**config.mk**
```make
export PLATFORM = sky130hd
export DESIGN_NAME = glove_gesture_decoder
export DESIGN_NICKNAME = d
export VERILOG_FILES = /design/src/rtl/glove_gesture_decoder.sv
export SDC_FILE = /design/constraint.sdc
export NUM_CORES = 1
export LEC_CHECK = 0
export BUFFER_PORTS_ARGS = -buffer_cell sky130_fd_sc_hd__buf_2
export CORE_MARGIN = 2
export CORE_UTILIZATION = 40
export CTS_BUF_LIST = sky130_fd_sc_hd__clkbuf_4 sky130_fd_sc_hd__clkbuf_8
export CTS_CLUSTER_DIAMETER = 50
export DETAILED_ROUTE_END_ITERATION = 6
export HOLD_SLACK_MARGIN = 0.06
export SLEW_MARGIN = 20
export SYNTH_ARGS = -nofsm -noshare
export SYNTH_HDL_FRONTEND = slang
export SYNTH_SLANG_ARGS = --single-unit
```
**constraint.sdc**
```tcl
create_clock -name CLOCK_50 -period 2.1 [get_ports CLOCK_50]
set_input_delay 0.105 -clock CLOCK_50 [delete_from_list [all_inputs] [get_ports CLOCK_50]]
set_output_delay 0.105 -clock CLOCK_50 [all_outputs]
set_load 0.005 [all_outputs]
```
**src/rtl/glove_gesture_decoder.sv**
```systemverilog
// Glove front end: syncs and debounces 5 finger bits, classifies the stable pattern, and requests one blit per new sign.
// Latency: 2 + DEBOUNCE_CYCLES + STABLE_CYCLES + 1 cycles from finger step to draw; draw is held until blit_busy acks.
module glove_gesture_decoder #(
    parameter int DEBOUNCE_CYCLES = 500000,
    parameter int STABLE_CYCLES   = 1000000,
    parameter int CNT_W           = 21
) (
    input  logic       CLOCK_50,
    input  logic       resetn,
    input  logic [4:0] finger_in,
    input  logic       blit_busy,
    output logic       draw,
    output logic [2:0] sign_sel,
    output logic [4:0] pattern,
    output logic       sign_valid
);

    localparam logic [CNT_W-1:0] DEB_LAST = CNT_W'(DEBOUNCE_CYCLES - 1);
    localparam logic [CNT_W-1:0] STB_LAST = CNT_W'(STABLE_CYCLES - 1);
    localparam logic [CNT_W-1:0] CNT_ONE  = CNT_W'(1);
    localparam logic [2:0]       SIGN_LAST_VALID = 3'd4;
    localparam logic [2:0]       SIGN_NONE       = 3'd6;
    localparam logic [2:0]       SIGN_BAD        = 3'd7;

    typedef enum logic [1:0] {
        ST_IDLE,
        ST_SETTLE,
        ST_ISSUE,
        ST_WAIT_DONE
    } state_t;

    function automatic logic [2:0] classify(input logic [4:0] p);
        logic [2:0] idx;
        case (p)
            5'b01111: idx = 3'd0;
            5'b10000: idx = 3'd1;
            5'b00111: idx = 3'd2;
            5'b01110: idx = 3'd3;
            5'b11000: idx = 3'd4;
            5'b00000: idx = SIGN_NONE;
            default:  idx = SIGN_BAD;
        endcase
        return idx;
    endfunction

    logic [4:0]       sync1_q, sync1_d;
    logic [4:0]       sync2_q, sync2_d;
    logic [4:0]       pattern_q, pattern_d;
    logic [CNT_W-1:0] deb_cnt_q [5];
    logic [CNT_W-1:0] deb_cnt_d [5];

    state_t           state_q, state_d;
    logic [CNT_W-1:0] settle_cnt_q, settle_cnt_d;
    logic [4:0]       cand_q, cand_d;
    logic [2:0]       last_sign_q, last_sign_d;
    logic             draw_q, draw_d;
    logic [2:0]       sign_sel_q, sign_sel_d;

    logic [2:0]       cur_sign;
    logic             cur_valid;

    assign cur_sign  = classify(pattern_q);
    assign cur_valid = (cur_sign <= SIGN_LAST_VALID);

    // finger_in is asynchronous to CLOCK_50; nothing downstream looks at it before sync2_q
    always_comb begin
        sync1_d = finger_in;
        sync2_d = sync1_q;
    end

    // Each bit must disagree with the accepted level for DEBOUNCE_CYCLES consecutive cycles to flip
    always_comb begin
        pattern_d = pattern_q;
        for (int i = 0; i < 5; i++) begin
            deb_cnt_d[i] = deb_cnt_q[i];
            if (sync2_q[i] == pattern_q[i]) begin
                deb_cnt_d[i] = '0;
            end else if (deb_cnt_q[i] == DEB_LAST) begin
                pattern_d[i] = sync2_q[i];
                deb_cnt_d[i] = '0;
            end else begin
                deb_cnt_d[i] = deb_cnt_q[i] + CNT_ONE;
            end
        end
    end

    always_comb begin
        state_d      = state_q;
        settle_cnt_d = settle_cnt_q;
        cand_d       = cand_q;
        last_sign_d  = last_sign_q;
        draw_d       = draw_q;
        sign_sel_d   = sign_sel_q;
        case (state_q)
            ST_IDLE: begin
                // Returning to rest re-arms the same sign; other invalid patterns keep the memory
                if (pattern_q == 5'b00000) begin
                    last_sign_d = SIGN_NONE;
                end
                if (cur_valid && (cur_sign != last_sign_q)) begin
                    state_d      = ST_SETTLE;
                    settle_cnt_d = '0;
                    cand_d       = pattern_q;
                end
            end
            ST_SETTLE: begin
                // A pattern change beats a settle that would complete this cycle
                if (pattern_q != cand_q) begin
                    state_d      = ST_IDLE;
                    settle_cnt_d = '0;
                end else if (settle_cnt_q == STB_LAST) begin
                    state_d      = ST_ISSUE;
                    settle_cnt_d = '0;
                    sign_sel_d   = classify(cand_q);
                    draw_d       = 1'b1;
                end else begin
                    settle_cnt_d = settle_cnt_q + CNT_ONE;
                end
            end
            ST_ISSUE: begin
                if (blit_busy) begin
                    state_d     = ST_WAIT_DONE;
                    draw_d      = 1'b0;
                    last_sign_d = sign_sel_q;
                end
            end
            ST_WAIT_DONE: begin
                if (!blit_busy) begin
                    state_d = ST_IDLE;
                end
            end
            default: begin
                state_d = ST_IDLE;
                draw_d  = 1'b0;
            end
        endcase
    end

    always_ff @(posedge CLOCK_50) begin
        if (!resetn) begin
            sync1_q      <= '0;
            sync2_q      <= '0;
            pattern_q    <= '0;
            for (int i = 0; i < 5; i++) begin
                deb_cnt_q[i] <= '0;
            end
            state_q      <= ST_IDLE;
            settle_cnt_q <= '0;
            cand_q       <= '0;
            last_sign_q  <= SIGN_NONE;
            draw_q       <= 1'b0;
            sign_sel_q   <= '0;
        end else begin
            sync1_q      <= sync1_d;
            sync2_q      <= sync2_d;
            pattern_q    <= pattern_d;
            for (int i = 0; i < 5; i++) begin
                deb_cnt_q[i] <= deb_cnt_d[i];
            end
            state_q      <= state_d;
            settle_cnt_q <= settle_cnt_d;
            cand_q       <= cand_d;
            last_sign_q  <= last_sign_d;
            draw_q       <= draw_d;
            sign_sel_q   <= sign_sel_d;
        end
    end

    assign draw       = draw_q;
    assign sign_sel   = sign_sel_q;
    assign pattern    = pattern_q;
    assign sign_valid = cur_valid;

endmodule

```
# After elaboration in Yosys (flattened, before gate mapping)
# Memories as Yosys holds them, arrays and structs flattened.
# Index checks and enable logic that the tools add are counted.
classes:
  n_eq_ne: 33
  bitwise_logic: 11
  order_cmp: 1
  add_sub_neg: 6
  n_mux: 36
  reduce_logical: 18
op_table:
  columns: ["operator", "n"]
  rows:
  - ["21-bit two-way mux", 18]
  - ["21-bit by 1-bit adder with 21-bit output (second input constant)", 6]
  - ["21-bit by 19-bit equality test with 1-bit output (second input constant)", 5]
  - ["21-bit case mux with 2 select lines", 1]
  - ["3-bit case mux with 6 select lines", 2]
  - ["21-bit by 20-bit equality test with 1-bit output (second input constant)", 1]
  - ["5-bit by 4-bit equality test with 1-bit output (second input constant)", 4]
  - ["5-bit equality test (second input constant)", 4]
  - ["2-bit AND reduction", 7]
  - ["2-bit != test (second input constant)", 6]
  - ["5-bit by 3-bit equality test with 1-bit output (second input constant)", 2]
  - ["5-bit logical NOT", 2]
  - ["2-bit two-way mux", 5]
  - ["2-bit case mux with 4 select lines", 1]
  - ["4-bit AND reduction", 2]
  - ["3-bit two-way mux", 2]
  - ["1-bit inverter", 6]
  - ["3-bit case mux with 2 select lines", 1]
  - ["3-bit AND reduction", 2]
  - ["2-bit nonzero test", 3]
  - ["1-bit equality test", 5]
  - ["1-bit two-way mux", 5]
  - ["5-bit != test", 1]
  - ["1-bit bitwise OR", 5]
  - ["8 further kinds", 9]
totals:
  inputBits: 8
  elab_cells: 119
  mem_count: 1
  ramBits: 105
  output_inout_bits: 10
  ff_bits: 50
memory_table:
  columns: ["memory", "words", "word_bits", "rd", "rd_clocked_by_memory_dff", "write_ports", "line_no", "rtl"]
  rows:
  - ["deb_cnt_q", 5, 21, 5, 0, 5, "49", "logic [CNT_W-1:0] deb_cnt_q [5];"]

# Depth between registers and ports, before layout
# Gate-level depths: netlist of the first run.
logic_depth:
  ltp_word: 6
  depth_mapped: 8
  ltp_nobuf: 6

# Worst setup path before layout of the first run
# OpenSTA, ideal clock, no wires.
synth_path:
  path_kind: "reg-to-reg"
  startpoint: "reg settle_cnt_q[0]"
  endpoint: "reg settle_cnt_q[20]"
  t_required_ps: 2012
  arrival_ps: 2069
  path_slack_ps: -58
  path_stages_with_launch: 9
  path_buffers: 2
  path_cell_list: "dfxtp_1 > ha_1 > and3_1 > and3_1 > a211oi_1 > buf_2 > clkbuf_1 > o21ai_0 > a311oi_2"
synth_between:
  elab_chain_len: 4
  word_cells_on_any_way: 5
  cone_classes: "add/sub (1); eq/ne (1); mux (3)"
synth_rtl:
  columns: ["item", "line_no", "rtl"]
  rows:
  - ["from (decl)", "53", "logic [CNT_W-1:0] settle_cnt_q, settle_cnt_d;"]
  - ["from (signal assigned)", "161", "settle_cnt_q <= settle_cnt_d;"]
  - ["21-bit by 1-bit adder with 21-bit output or 21-bit by 20-bit equality test with 1-bit output (tied branches)", "117, 111", null]
  - ["21-bit two-way mux *", "111", "end else if (settle_cnt_q == STB_LAST) begin"]
  - ["21-bit two-way mux *", "108", "if (pattern_q != cand_q) begin"]
  - ["21-bit case mux with 2 select lines *", "94", "case (state_q)"]
# Every way passes the cells marked *; elsewhere a longest branch is shown, timed or not.
# A chain may end at the register's enable or synchronous reset.

# Worst setup path after layout of the first run
layout_path:
  startpoint: "reg pattern_q[2] (netlist: pattern[2])"
  endpoint: "reg settle_cnt_q[8]"
layout_between:
  elab_chain_len: 6
  word_cells_on_any_way: 15
  cone_classes: "order compare (1); eq/ne (8); mux (3); reduce/logical (3)"
layout_rtl:
  columns: ["item", "line_no", "rtl"]
  rows:
  - ["from (decl)", "48", "logic [4:0] pattern_q, pattern_d;"]
  - ["from (signal assigned)", "156", "pattern_q <= pattern_d;"]
  - ["5-bit equality test (tied with other cells)", "34", "case (p)"]
  - ["3-bit case mux with 6 select lines", "34", null]
  - ["3-bit <= comparator or 3-bit != test (tied branches)", "63, 100", null]
  - ["1-bit logical AND", "100", "if (cur_valid && (cur_sign != last_sign_q)) begin"]
  - ["2-bit != test (no line)", null, null]
  - ["2-bit AND reduction (no line)", null, null]
# Several ways; a longest one is shown, not always the timed one.

==> flow_summary.ini, run 1 <==
[run_status]
status = finished clean

[clock_network]
cts_root_buf = clkbuf_8
clk_path_buf_depth = 2
insertion_delay_ns = 0.44
clock_sinks = 155
cts_buffers = 17
clkTransAtPathRegs_ns = 0.08
htreeDepth = 4
cts_tree = yes

[route]
drt-initial-drc-count = 319
num_vias = 5619
routed_wl_um = 14200
drt-wirelength-per-cell_um = 12.8
ant_nets = 0
dr.pass1.iters = 4
post-route-drc-count = 0
routed_via_density = 5.08

[layout]
layout.nets = 884
layout_commonest_cell = dfxtp_1
fill_cells = 1715
fin_cells = 1107
fin_util_pct = 47.4
drive_above_1_share_pct = 14.2
layout_common_cells = dfxtp_1, nor2_1, xnor2_1, nand2_1, nand3_1
diodes = 0
syn2layout_area_growth_pct = 15.5

[yosys]
synth-edff-count = 0
ys.flop_type = dfxtp_1
ys_top_cells_by_area = dfxtp_1, xnor2_1, nor2_1
synth_top_cell_area_share_pct = 43.4
synth_seq_area_share_pct = 43.4
synth_cells = 817
yosys_warnings = 0
synth_area_leader_cell = dfxtp_1
yosys_register_bits = 155
syn_area_per_cell_sq_um = 8.75
synth.net_count = 831
synth_area_sq_um = 7150
synth.distinct_cells = 49
synthArstFlopShare_pct = 0

[job]
drv_cap = 0

[setup_path]
rr_endpoint = settle_cnt_q[8]
cp_max_fo = 10
cp-start-kind = register
cp-end-kind = register
reg2reg_from = pattern[2]
critPathKind = reg -> reg
worstPathArrival_ns = 2.44
startpoint = pattern[2]
worstPathRequired_ns = 2.45
ff2ff_setup_slack_ns = 0.009
worstRegToRegCells = 6

[worst_hold_path]
min_delay_path_depth = 3
min_from = finger_in[4]
hp-class = in -> reg
hold_end = sync1_q[4]

[sta]
tightest_slew_ns = 0.529
clock.fmax_mhz = 478
clock-skew-final_ns = 0.0164
final.min_clock_period_ns = 2.09
slew_headroom_pct = 64.4
setup_tns_ns = 0
fin_crit_sh_pct = 99.6
final_hold_viol_count = 0
finalMaxSlewViolations = 0
grt_setup_unrepaired = true
finalSetupViolations = 0

[placement]
placed_cells = 1063
hpwl_um = 9430
portBuffers = 17
gp_congestion = 0.737

[die]
die_area_sq_um = 19000
core_area_sq_um = 17400
rows = 48
start_util_pct = 41.1
die_h_um = 138
ioPinCount = 18
dieWidth_um = 138

[power_and_ir_drop]
seqPwrFrac_pct = 58.9
power.total_w = 0.00502
power.internal_w = 0.00386
p_sw_share_pct = 23.0
p_clk_share_pct = 39.4
cellPowerDensity_nw_per_um2 = 607
p_sw_w = 0.00115
p_comb_share_pct = 1.7
power_leakage_nw = 2.64
vdd_drop_max_mv = 0.475

[global_routing]
grt_pass1_wl_um = 24600
grt_pass1_vias = 5260
grt_overflow_total = 0
grt_start_max_net_pins = 31
grt_util_all_layers_pct = 16.0
antenna_found_initial = 0
-- routing by layer --
metal	vias up	part of all wire [%]	routed length (um)	GRT usage (%)
li1	2953	-	-	-
met1	2608	54	7590	22.4
met2	50	43	6070	24.4
met3	8	2.7	379	4.01
met4	0	0.86	122	4.42
met5	-	0	0	0
-- state kept, by name, summed over array words and instances (netlist names), named ones only --
signal,flops
settle_cnt_q,21
state_q,1
deb_cnt_q,105
last_sign_q,3
pattern,5
sync2_q,5
draw,1
cand_q,5
sync1_q,5
sign_sel,3
-- power groups by stage --
stage                     Clock (W)  Combinational, W  Sequential (W)
after floorplan                   0         0.0000435         0.00302
after global placement            0         0.0000744         0.00302
after detailed placement          0         0.0000730         0.00302
after CTS                   0.00205         0.0000863         0.00295
after global routing        0.00217         0.0000938         0.00296
final                       0.00198         0.0000850         0.00295
-- worst max path at each step --
stage               slack, ns          endpoint  cells past startpoint
finish                  0.009   settle_cnt_q[8]                      6
global route            -0.10   settle_cnt_q[7]                      6
CTS                      0.01   settle_cnt_q[7]                      7
detailed placement      -0.06   settle_cnt_q[2]                      6
global placement        -0.02   settle_cnt_q[2]                      6
floorplan               0.003  settle_cnt_q[11]                      7
-- cells in the mapped netlist (17+ instances only) --
| library cell | n |
|---|---|
| inv_1 | 18 |
| nand2_1 | 60 |
| nand3_1 | 55 |
| a21oi_1 | 19 |
| clkbuf_1 | 26 |
| and3_1 | 22 |
| nand4_1 | 25 |
| nor3_1 | 21 |
| and2_1 | 17 |
| xnor2_1 | 60 |
| nor4_1 | 17 |
| dfxtp_1 | 155 |
| nor2_1 | 139 |
| xor2_1 | 45 |
-- stage by stage --
stage	instance area, sq um	hold WS (ns)	setup WS, ns
2_1_floorplan	7150	0.232	0.00313
3_3_place_gp	7740	0.312	-0.0158
3_5_place_dp	7740	0.315	-0.0589
4_1_cts	8190	0.395	0.0113
5_1_grt	8260	0.406	-0.103
6_report	8260	0.416	0.00944
-- cells by family (layout without fill, tap and decap cells) --
kind of cell / count (synthesis) / in the layout / synth area share [%]
simple gates: 407 / 407 / 28.6
flops: 155 / 155 / 43.4
xor+xnor: 106 / 106 / 13.1
compound gates: 79 / 79 / 9.13
buf+inv: 53 / 118 / 3.18
mux: 11 / 11 / 1.54
fa+ha+maj: 6 / 6 / 1.05
-- layout make-up --
cell class / instances / area (sq um) / area share, %
clock buffer: 21 / 270 / 3.27
tap: 225 / 282 / 3.41
timing repair buffer: 69 / 591 / 7.15
multi-input combinational: 609 / 3870 / 46.9
clock inverter: 10 / 71.3 / 0.863
inverter: 18 / 67.6 / 0.818
sequential: 155 / 3110 / 37.6
-- timing repair --
item                                    CTS  global route
gates resized for setup                   1             9
endpoints found under the setup margin   18            26
cloned                                    0             1
hold buffers                              9             0
pin swaps                                 3             2
setup buffers                             2             1
endpoints found under the hold margin    14             0
-- worst max-delay path, stage by stage, from the launching register on --
cell,delay [ns]
dfxtp_2,0.34
or4_4,0.54
a21o_1,0.20
a211oi_4,0.28
a41oi_4,0.20
clkbuf_16,0.22
a311oi_2,0.22
No activity file was read; power rests on OpenSTA's default activity.
==> run 2: changes to the inputs <==
--- a/config.mk
+++ b/config.mk
@@ -7,7 +7,7 @@
 export LEC_CHECK = 0
 export BUFFER_PORTS_ARGS = -buffer_cell sky130_fd_sc_hd__buf_2
 export CORE_MARGIN = 2
-export CORE_UTILIZATION = 40
+export CORE_UTILIZATION = 30
 export CTS_BUF_LIST = sky130_fd_sc_hd__clkbuf_4 sky130_fd_sc_hd__clkbuf_8
 export CTS_CLUSTER_DIAMETER = 50
 export DETAILED_ROUTE_END_ITERATION = 6
==> flow_summary.ini, run 2 (synthesis results as in run 1) <==
[power_and_ir_drop]
cellPowerDensity_nw_per_um2 = 637
vdd_drop_max_mv = 0.326
power_leakage_nw = 2.63
power.total_w = 0.00532

[clock_network]
htreeDepth = 4
insertion_delay_ns = 0.45
clock_sinks = 155
cts_root_buf = clkbuf_8
cts_buffers = 17
clk_path_buf_depth = 2
clkTransAtPathRegs_ns = 0.07
cts_tree = yes

[global_routing]
grt_overflow_total = 0
grt_pass1_vias = 5268
grt_util_all_layers_pct = 12.2
grt_start_max_net_pins = 39
antenna_found_initial = 0
grt_pass1_wl_um = 25100

[die]
die_h_um = 158
dieWidth_um = 158
core_area_sq_um = 23400
die_area_sq_um = 25100
ioPinCount = 18
start_util_pct = 30.6
rows = 56

[route]
post-route-drc-count = 0
routed_via_density = 4.80
drt-initial-drc-count = 284
routed_wl_um = 14400
num_vias = 5718
dr.pass1.iters = 4
ant_nets = 0
drt-wirelength-per-cell_um = 12.1

[sta]
finalMaxSlewViolations = 0
slew_headroom_pct = 65.1
final_hold_viol_count = 0
fin_ws_ns = 0.0102
clock.fmax_mhz = 479
setup_tns_ns = 0
fin_crit_sh_pct = 99.5
final.min_clock_period_ns = 2.09
tightest_slew_ns = 0.519
grt_setup_unrepaired = true
clock-skew-final_ns = 0.0161
finalSetupViolations = 0

[setup_path]
reg2reg_from = pattern[2]
cp-end-kind = register
path_cells = or4_4 > a21o_1 > a211oi_4 > a41oi_2 > buf_12 > a311oi_2
startpoint = pattern[2]
critPathTopFamily = compound AO/OA/AOI/OAI gates
worst-path-buf-inv = 1
worstPathRequired_ns = 2.45
max_stage_delay_ns = 0.54
worstPathArrival_ns = 2.44
cp_max_fo = 21
cp-start-kind = register
cpMaxStageDelayCell = or4_4
critPathKind = reg -> reg

[layout]
reg.largest.list = deb_cnt_q x105, settle_cnt_q x21
layout_common_cells = dfxtp_1, nor2_1, xnor2_1, nand2_1, nand3_1
layout_commonest_cell = dfxtp_1
syn2layout_area_growth_pct = 16.9
top_register = deb_cnt_q
fin_cells = 1192
drive_above_1_share_pct = 13.3
fin_area_sq_um = 8360
layout.nets = 877
diodes = 0
largest_register_ffs = 105

[placement]
placed_cells = 1153
gp_congestion = 0.747
postPlaceCellArea_sq_um = 7830
hpwl_um = 9850
dp_slack_ns = -0.0320
portBuffers = 17

[worst_hold_path]
min_from = finger_in[4]
hp-class = in -> reg

[job]
drv_cap = 0

[run_status]
status = finished clean
-- run 2: timing repair --
item / 4_1_cts / 5_1_grt
setup endpoints to repair: 18 / 27
endpoints found under the hold margin: 12 / 0
hold buffers: 8 / 0
cloned: 0 / 0
buffers inserted: 2 / 0
gates resized for setup: 2 / 5
pin swaps: 3 / 1
-- run 2: where the power goes --
part	internal [W]	switching [W]	leakage [nW]
Clock	0.00123	0.00106	0.204
Combinational	0.0000353	0.0000492	1.18
Sequential	0.00295	0.00000578	1.25
Total	0.00421	0.00111	2.63
-- run 2: worst register-to-register path: stages, from the launching register on --
cell and delay [ns]:
dfxtp_2 0.35, or4_4 0.54, a21o_1 0.20, a211oi_4 0.26, a41oi_2 0.18, buf_12 0.20, a311oi_2 0.26
-- run 2: worst paths after layout --
kind                endpoint  slack [ns]  cells past startpoint
max          settle_cnt_q[5]        0.01                      6
max reg2reg  settle_cnt_q[5]        0.01                      6
min reg2reg       sync2_q[4]        0.43                      1
min               sync1_q[4]        0.41                      3
-- run 2: layout make-up --
| cell class | count | area, sq um |
|---|---|---|
| fillers | 2445 | 15000 |
| multi-input cells | 609 | 3860 |
| flip-flops and latches | 155 | 3110 |
| repair buffers | 62 | 518 |
| well taps | 319 | 399 |
| clock buffers | 24 | 318 |
| clock inverters | 5 | 85.1 |
| inverters | 18 | 67.6 |
-- run 2: per-layer routing --
layer	vias to the layer above	part of all wire [%]	GRT usage, %	routed length, um
li1	2941	-	-	-
met1	2706	53	16.8	7570
met2	62	44	18.7	6270
met3	9	3.3	3.40	468
met4	0	0.58	3.73	83
met5	-	0	0	0
-- run 2: per-stage QoR --
stage          utilization (%)  hold slack (ns)
3_3_place_gp              33.4            0.317
2_1_floorplan                -            0.232
6_report                  35.7            0.406
5_1_grt                   35.7            0.388
4_1_cts                   35.6            0.373
3_5_place_dp              33.4            0.316
